<file path="config.mk">
export PLATFORM = sky130hd
export DESIGN_NAME = trap_ctrl_flat
export DESIGN_NICKNAME = d
export VERILOG_FILES = /design/src/rtl/trap_ctrl_if.sv /design/src/rtl/trap_ctrl.sv /design/src/flat_wrapper.sv
export SDC_FILE = /design/constraint.sdc
export NUM_CORES = 1
export LEC_CHECK = 0
export CAP_MARGIN = 20
export CELL_PAD_IN_SITES_DETAIL_PLACEMENT = 0
export CELL_PAD_IN_SITES_GLOBAL_PLACEMENT = 1
export CORE_ASPECT_RATIO = 1.25
export CORE_MARGIN = 2
export CORE_UTILIZATION = 45
export CTS_BUF_LIST = sky130_fd_sc_hd__clkbuf_4 sky130_fd_sc_hd__clkbuf_8 sky130_fd_sc_hd__clkbuf_16
export CTS_CLUSTER_DIAMETER = 120
export DETAILED_ROUTE_END_ITERATION = 12
export GPL_TIMING_DRIVEN = 0
export PLACE_DENSITY_LB_ADDON = 0.1
export SYNTH_ARGS = -nofsm -noshare
export SYNTH_HDL_FRONTEND = slang
export SYNTH_SLANG_ARGS = --single-unit
</file>
<file path="constraint.sdc">
create_clock -name clk -period 3.9 [get_ports clk]
set_input_delay 0.585 -clock clk [delete_from_list [all_inputs] [get_ports clk]]
set_output_delay 0.585 -clock clk [all_outputs]
set_load 0.02 [all_outputs]
</file>
<file path="src/rtl/trap_ctrl_if.sv">
// Core-side bundle for the trap sequencer: retirement/request inputs and
// trap-select/return outputs, with master (core) and slave (sequencer) views.
interface trap_ctrl_if #(
    parameter int A     = 16,
    parameter int DEPTH = 4
);
    localparam int DW = $clog2(DEPTH) + 1;

    logic          instr_done;
    logic [A-1:0]  pc;
    logic          irq;
    logic          swi;
    logic          fault;
    logic          rti;
    logic          sel_valid;
    logic [2:0]    trapSel;
    logic          pc_load;
    logic [A-1:0]  restore_pc;
    logic          in_trap;
    logic          ie;
    logic          irq_ack;
    logic [DW-1:0] depth;

    modport master (
        output instr_done, pc, irq, swi, fault, rti,
        input  sel_valid, trapSel, pc_load, restore_pc, in_trap, ie, irq_ack, depth
    );

    modport slave (
        input  instr_done, pc, irq, swi, fault, rti,
        output sel_valid, trapSel, pc_load, restore_pc, in_trap, ie, irq_ack, depth
    );
endinterface

</file>
<file path="src/rtl/trap_ctrl.sv">
// Trap sequencer: prioritises trap sources at instruction boundaries, keeps a
// LIFO of return PCs and restarts at 0x0000 when a trap would overflow it.
module trap_ctrl #(
    parameter int A     = 16,
    parameter int DEPTH = 4
) (
    input  logic       clk,
    input  logic       rst_n,
    trap_ctrl_if.slave bus
);
    localparam int IW = $clog2(DEPTH);
    localparam int DW = IW + 1;

    typedef enum logic [1:0] {RUN, ENTER, RETURN} state_t;

    state_t        state_reg, state_next;
    logic [DW-1:0] depth_reg, depth_next;
    logic          ie_reg, ie_next;
    logic          sel_valid_reg, sel_valid_next;
    logic [2:0]    trap_sel_reg, trap_sel_next;
    logic          pc_load_reg, pc_load_next;
    logic [A-1:0]  restore_pc_reg, restore_pc_next;
    logic          irq_ack_reg, irq_ack_next;
    logic          in_trap_reg;

    logic          push_en;
    logic          do_enter;
    logic          enter_irq;
    logic [2:0]    enter_code;
    logic [A-1:0]  ret_addr;
    logic [IW-1:0] push_idx;
    logic [IW-1:0] top_idx;

    logic [A-1:0]  stack_mem [DEPTH];

    assign ret_addr = bus.pc + A'(2);
    assign push_idx = depth_reg[IW-1:0];
    assign top_idx  = IW'(depth_reg - DW'(1));

    always_comb begin
        state_next      = RUN;
        depth_next      = depth_reg;
        ie_next         = ie_reg;
        sel_valid_next  = 1'b0;
        trap_sel_next   = 3'b000;
        pc_load_next    = 1'b0;
        restore_pc_next = restore_pc_reg;
        irq_ack_next    = 1'b0;
        push_en         = 1'b0;
        do_enter        = 1'b0;
        enter_irq       = 1'b0;
        enter_code      = 3'b000;

        // Retirement during ENTER/RETURN is ignored; those states fall back to RUN.
        if (state_reg == RUN && bus.instr_done) begin
            sel_valid_next = 1'b1;
            if (bus.fault || (bus.rti && depth_reg == '0)) begin
                do_enter   = 1'b1;
                enter_code = 3'b011;
            end else if (bus.swi) begin
                do_enter   = 1'b1;
                enter_code = 3'b010;
            end else if (bus.rti) begin
                restore_pc_next = stack_mem[top_idx];
                pc_load_next    = 1'b1;
                depth_next      = depth_reg - DW'(1);
                if (depth_reg == DW'(1))
                    ie_next = 1'b1;
                state_next = RETURN;
            end else if (bus.irq && ie_reg) begin
                do_enter   = 1'b1;
                enter_irq  = 1'b1;
                enter_code = 3'b001;
            end else begin
                trap_sel_next = 3'b111;
            end

            if (do_enter) begin
                state_next = ENTER;
                if (depth_reg == DW'(DEPTH)) begin
                    // Trap with a full stack: double-fault restart discards all context.
                    trap_sel_next = 3'b100;
                    depth_next    = '0;
                    ie_next       = 1'b1;
                end else begin
                    push_en       = 1'b1;
                    depth_next    = depth_reg + DW'(1);
                    ie_next       = 1'b0;
                    trap_sel_next = enter_code;
                    irq_ack_next  = enter_irq;
                end
            end
        end
    end

    always_ff @(posedge clk) begin
        if (rst_n && push_en)
            stack_mem[push_idx] <= ret_addr;
    end

    always_ff @(posedge clk) begin
        if (!rst_n) begin
            state_reg      <= RUN;
            depth_reg      <= '0;
            ie_reg         <= 1'b1;
            sel_valid_reg  <= 1'b0;
            trap_sel_reg   <= 3'b000;
            pc_load_reg    <= 1'b0;
            restore_pc_reg <= '0;
            irq_ack_reg    <= 1'b0;
            in_trap_reg    <= 1'b0;
        end else begin
            state_reg      <= state_next;
            depth_reg      <= depth_next;
            ie_reg         <= ie_next;
            sel_valid_reg  <= sel_valid_next;
            trap_sel_reg   <= trap_sel_next;
            pc_load_reg    <= pc_load_next;
            restore_pc_reg <= restore_pc_next;
            irq_ack_reg    <= irq_ack_next;
            in_trap_reg    <= (depth_next != '0);
        end
    end

    assign bus.sel_valid  = sel_valid_reg;
    assign bus.trapSel    = trap_sel_reg;
    assign bus.pc_load    = pc_load_reg;
    assign bus.restore_pc = restore_pc_reg;
    assign bus.in_trap    = in_trap_reg;
    assign bus.ie         = ie_reg;
    assign bus.irq_ack    = irq_ack_reg;
    assign bus.depth      = depth_reg;
endmodule

</file>
<file path="src/flat_wrapper.sv">
// flat-port wrapper written by rule: the top's interface ports become plain ports
module trap_ctrl_flat 
#(
    parameter int A     = 16,
    parameter int DEPTH = 4
)
  (clk, rst_n, bus_instr_done, bus_pc, bus_irq, bus_swi, bus_fault, bus_rti, bus_sel_valid, bus_trapSel, bus_pc_load, bus_restore_pc, bus_in_trap, bus_ie, bus_irq_ack, bus_depth);
  trap_ctrl_if #(.A(A), .DEPTH(DEPTH)) bus_i ();
  input  logic clk;
  input  logic rst_n;
  input wire logic [$bits(bus_i.instr_done)-1:0] bus_instr_done;
  input wire logic [$bits(bus_i.pc)-1:0] bus_pc;
  input wire logic [$bits(bus_i.irq)-1:0] bus_irq;
  input wire logic [$bits(bus_i.swi)-1:0] bus_swi;
  input wire logic [$bits(bus_i.fault)-1:0] bus_fault;
  input wire logic [$bits(bus_i.rti)-1:0] bus_rti;
  output wire logic [$bits(bus_i.sel_valid)-1:0] bus_sel_valid;
  output wire logic [$bits(bus_i.trapSel)-1:0] bus_trapSel;
  output wire logic [$bits(bus_i.pc_load)-1:0] bus_pc_load;
  output wire logic [$bits(bus_i.restore_pc)-1:0] bus_restore_pc;
  output wire logic [$bits(bus_i.in_trap)-1:0] bus_in_trap;
  output wire logic [$bits(bus_i.ie)-1:0] bus_ie;
  output wire logic [$bits(bus_i.irq_ack)-1:0] bus_irq_ack;
  output wire logic [$bits(bus_i.depth)-1:0] bus_depth;
  assign bus_i.instr_done = bus_instr_done;
  assign bus_i.pc = bus_pc;
  assign bus_i.irq = bus_irq;
  assign bus_i.swi = bus_swi;
  assign bus_i.fault = bus_fault;
  assign bus_i.rti = bus_rti;
  assign bus_sel_valid = bus_i.sel_valid;
  assign bus_trapSel = bus_i.trapSel;
  assign bus_pc_load = bus_i.pc_load;
  assign bus_restore_pc = bus_i.restore_pc;
  assign bus_in_trap = bus_i.in_trap;
  assign bus_ie = bus_i.ie;
  assign bus_irq_ack = bus_i.irq_ack;
  assign bus_depth = bus_i.depth;
  trap_ctrl #(.A(A), .DEPTH(DEPTH)) u_core (.clk(clk), .rst_n(rst_n), .bus(bus_i));
endmodule
</file>
==> impl_metrics.csv <==
group,metric,value,unit
outcome,outcome,"finished clean",
power_and_ir_drop,ir_drop,0.251,mV
yosys,ys_seq_area_frac,0.654,
timing,tightestPinTransition,0.896,ns
cells_and_area,finalNetCount,355,
yosys,synth_fa_ha_area_frac,0.0196,
power_and_ir_drop,cellPowerDensity,436,nW/um^2
power_and_ir_drop,p_total,0.00204,W
yosys,synth_top_cell_area_share,0.502,
timing,slew_viol_final,0,
power_and_ir_drop,comb_power_share,0.118,
global_route,antenna_found_initial,0,
placed_design,place_inst,412,
drt,drt_iter0_markers,92,
yosys,yosys.area.top_type,"edfxtp_1",
placed_design,portBuffers,48,
cts,cts.sinks,93,
timing,clock_skew,0.0121,ns
cells_and_area,stdcell_count,428,
drt,vias,2251,
floorplan,coreArea,8240,um^2
floorplan,pin_count,50,
critical_path,critPathMaxFanout,16,
timing,rsz0062_at_grt,"false",
drt,drt_first_pass_iters,4,
yosys,yosys-top-cells-area,"edfxtp_1, dfxtp_1, mux4_2",
yosys,syn_inst,266,
cts,cts_hold_buf,0,
yosys,synthesis.nets,295,
yosys,yosysMostFrequentCell,"edfxtp_1",
timing,fin_crit,3.15,ns
cts,root_buffer,"clkbuf_8",
global_route,grt_pass1_wl,10900,um
critical_path,end_kind,"flip-flop",
timing,hold_viol_final,0,
global_route,grt_pass1_vias,2160,
placed_design,dpl.hpwl,4820,um
yosys,synth-warning-count,0,
cells_and_area,syn_to_final_growth,22.0,%
power_and_ir_drop,p_sw_frac,0.232,
cts,cts_made_buffers,9,
timing,finalSetupViolations,0,
cts,path_clk_slew,0.09,ns
timing,fin_crit_sh,0.807,
yosys,synth_edf_count,64,
job,maxCapViolations,0,
yosys,synthFlopType,"edfxtp_1",
placed_design,place.gp.congestion,0.788,
cells_and_area,design_area,4670,um^2
yosys,synth-xor-area-share,0.0298,
global_route,grt_overflow,0,
yosys,synthDistinctLibCells,42,
cells_and_area,drive_gt1_frac,0.130,
floorplan,start_util,0.464,
timing,max_freq,318,MHz
cts,clock_latency,0.36,ns
cts,cts_buffer_depth,2,
yosys,syn_area_per_cell,14.4,um^2
cts,cts_tree,"done",
yosys,netlist_area,3830,um^2
placed_design,dpl_cell_area,4450,um^2
cells_and_area,utilization,0.567,
drt,wl_per_cell,16.5,um
yosys,synth_top_family_by_area,"simple AND/OR/NAND/NOR gates",
power_and_ir_drop,power_switching,0.000473,W
floorplan,die_x,86.5,um
power_and_ir_drop,p_clk_frac,0.344,
global_route,grt_max_degree,17,
drt,vias_per_cell,5.26,
yosys,synth-simple-area-share,0.118,
yosys,synth-seq-cells,93,
power_and_ir_drop,seqPwrFrac,0.538,
drt,drc,0,
cts,htreeDepth,3,
yosys,synth_common_cells,"edfxtp_1, nand2_1, dfxtp_1, mux4_2, nor2_1",
floorplan,die-height,107,um
cells_and_area,largest_register_ffs,64,
cts,cts_setup_buffers,0,
floorplan,fp.dieArea,9260,um^2
drt,ant_nets,0,
critical_path,critPathKind,"flip-flop to flip-flop",
power_and_ir_drop,internal-power,0.00156,W
yosys,synthMuxAreaShare,0.0942,
critical_path,cp.arrival,3.13,ns
global_route,track_usage,0.163,
yosys,synthArstFlopShare,0,
critical_path,cp.required,3.88,ns
drt,wl,7060,um
timing,timing.slew.headroom,0.402,
worst_hold_path,min_path_type,"primary input to flip-flop",
cells_and_area,diodes,0,
critical_path,start_kind,"flip-flop",
floorplan,rows,37,
power_and_ir_drop,leakage,1.52,nW
cts,cts_resized,0,
yosys,synth_compound_area_frac,0.0667,
-- routing by layer --
metal / global-route usage / wire length, um / part of all wire / vias up
li1: - / - / - / 1119
met3: 0.0346 / 299 / 0.042 / 8
met4: 0.0692 / 103 / 0.015 / 0
met1: 0.215 / 3230 / 0.46 / 1073
met5: 0 / 0 / 0 / -
met2: 0.260 / 3430 / 0.49 / 51
-- power groups by stage --
stage	sequential [W]	clock [W]	combinational (W)
floorplan	0.00113	0	0.000139
detailed placement	0.00112	0	0.000244
global route	0.00110	0.000755	0.000264
CTS	0.00110	0.000717	0.000245
global placement	0.00112	0	0.000240
finish	0.00109	0.000700	0.000240
-- worst paths after layout --
kind / to / slack, ns / startpoint / depth (start not counted)
hold reg to reg: u_core.bus.restore_pc[5] / 0.46 / u_core.bus.restore_pc[5] / 2
setup / recovery: u_core.stack_mem[3][9] / 0.75 / u_core.bus.depth[0] / 7
hold / removal: u_core.bus.irq_ack / 0.44 / bus_rti / 2
setup reg to reg: u_core.stack_mem[3][9] / 0.75 / u_core.bus.depth[0] / 7
-- final cells by class --
cell class / instances / area [um^2]
Inverter: 5 / 18.8
Timing Repair Buffer: 49 / 495
Fill cell: 700 / 3570
Clock inverter: 7 / 96.3
Buffer: 9 / 48.8
Clock buffer: 9 / 124
Multi-Input combinational cell: 159 / 1260
Sequential cell: 93 / 2500
Tap cell: 97 / 121
-- worst max-delay path, stage by stage, from the launching register on --
cell     delay (ns)
dfxtp_1        0.40
buf_2          0.36
buf_4          0.29
inv_1          0.11
ha_1           0.27
and2_1         0.20
nor3_1         0.36
and2_1         0.78
-- cell usage in the layout, fill, tap and decap left out, types with 2 or more instances in the layout --
cell type        synthesis  final
bufinv_16                0      2
dfxtp_1                 29     29
clkbuf_8                 0      9
nor2_1                  11     11
clkinv_2                 0      2
a21boi_1                 8      8
nand3_1                  8      8
nand2_1                 40     40
and3_1                   2      2
o21ai_0                  3      3
a21boi_0                 8      8
nand2b_1                 3      3
buf_2                    3      3
mux4_2                  16     16
and2_1                  10     10
xnor2_1                 10     10
inv_1                    5      5
inv_6                    0      2
ha_1                     6      6
clkbuf_1                 3      3
xor2_1                   3      3
clkdlybuf4s50_1          0     48
nand4_1                  6      6
a21oi_1                  4      4
o32ai_1                  2      2
edfxtp_1                64     64
-- through the flow --
step	hold WS [ns]	setup TNS [ns]	setup WS, ns
final	0.442	0	0.753
after global routing	0.455	0	0.434
after CTS	0.430	0	0.611
after detailed placement	0.446	0	0.606
after global placement	0.443	-7.15	-0.448
after floorplan	0.533	0	0.901
-- kinds of logic (layout without fill, tap and decap cells) --
| group | after synthesis | in the layout |
|---|---|---|
| multiplexers | 16 | 16 |
| XOR/XNOR | 13 | 13 |
| AO/OA/AOI/OAI | 35 | 35 |
| flip-flops | 93 | 93 |
| buffers and inverters | 14 | 79 |
| adder cells (fa/ha/maj) | 6 | 6 |
| AND/OR/NAND/NOR | 89 | 89 |
(Power assumes the default switching activity.)
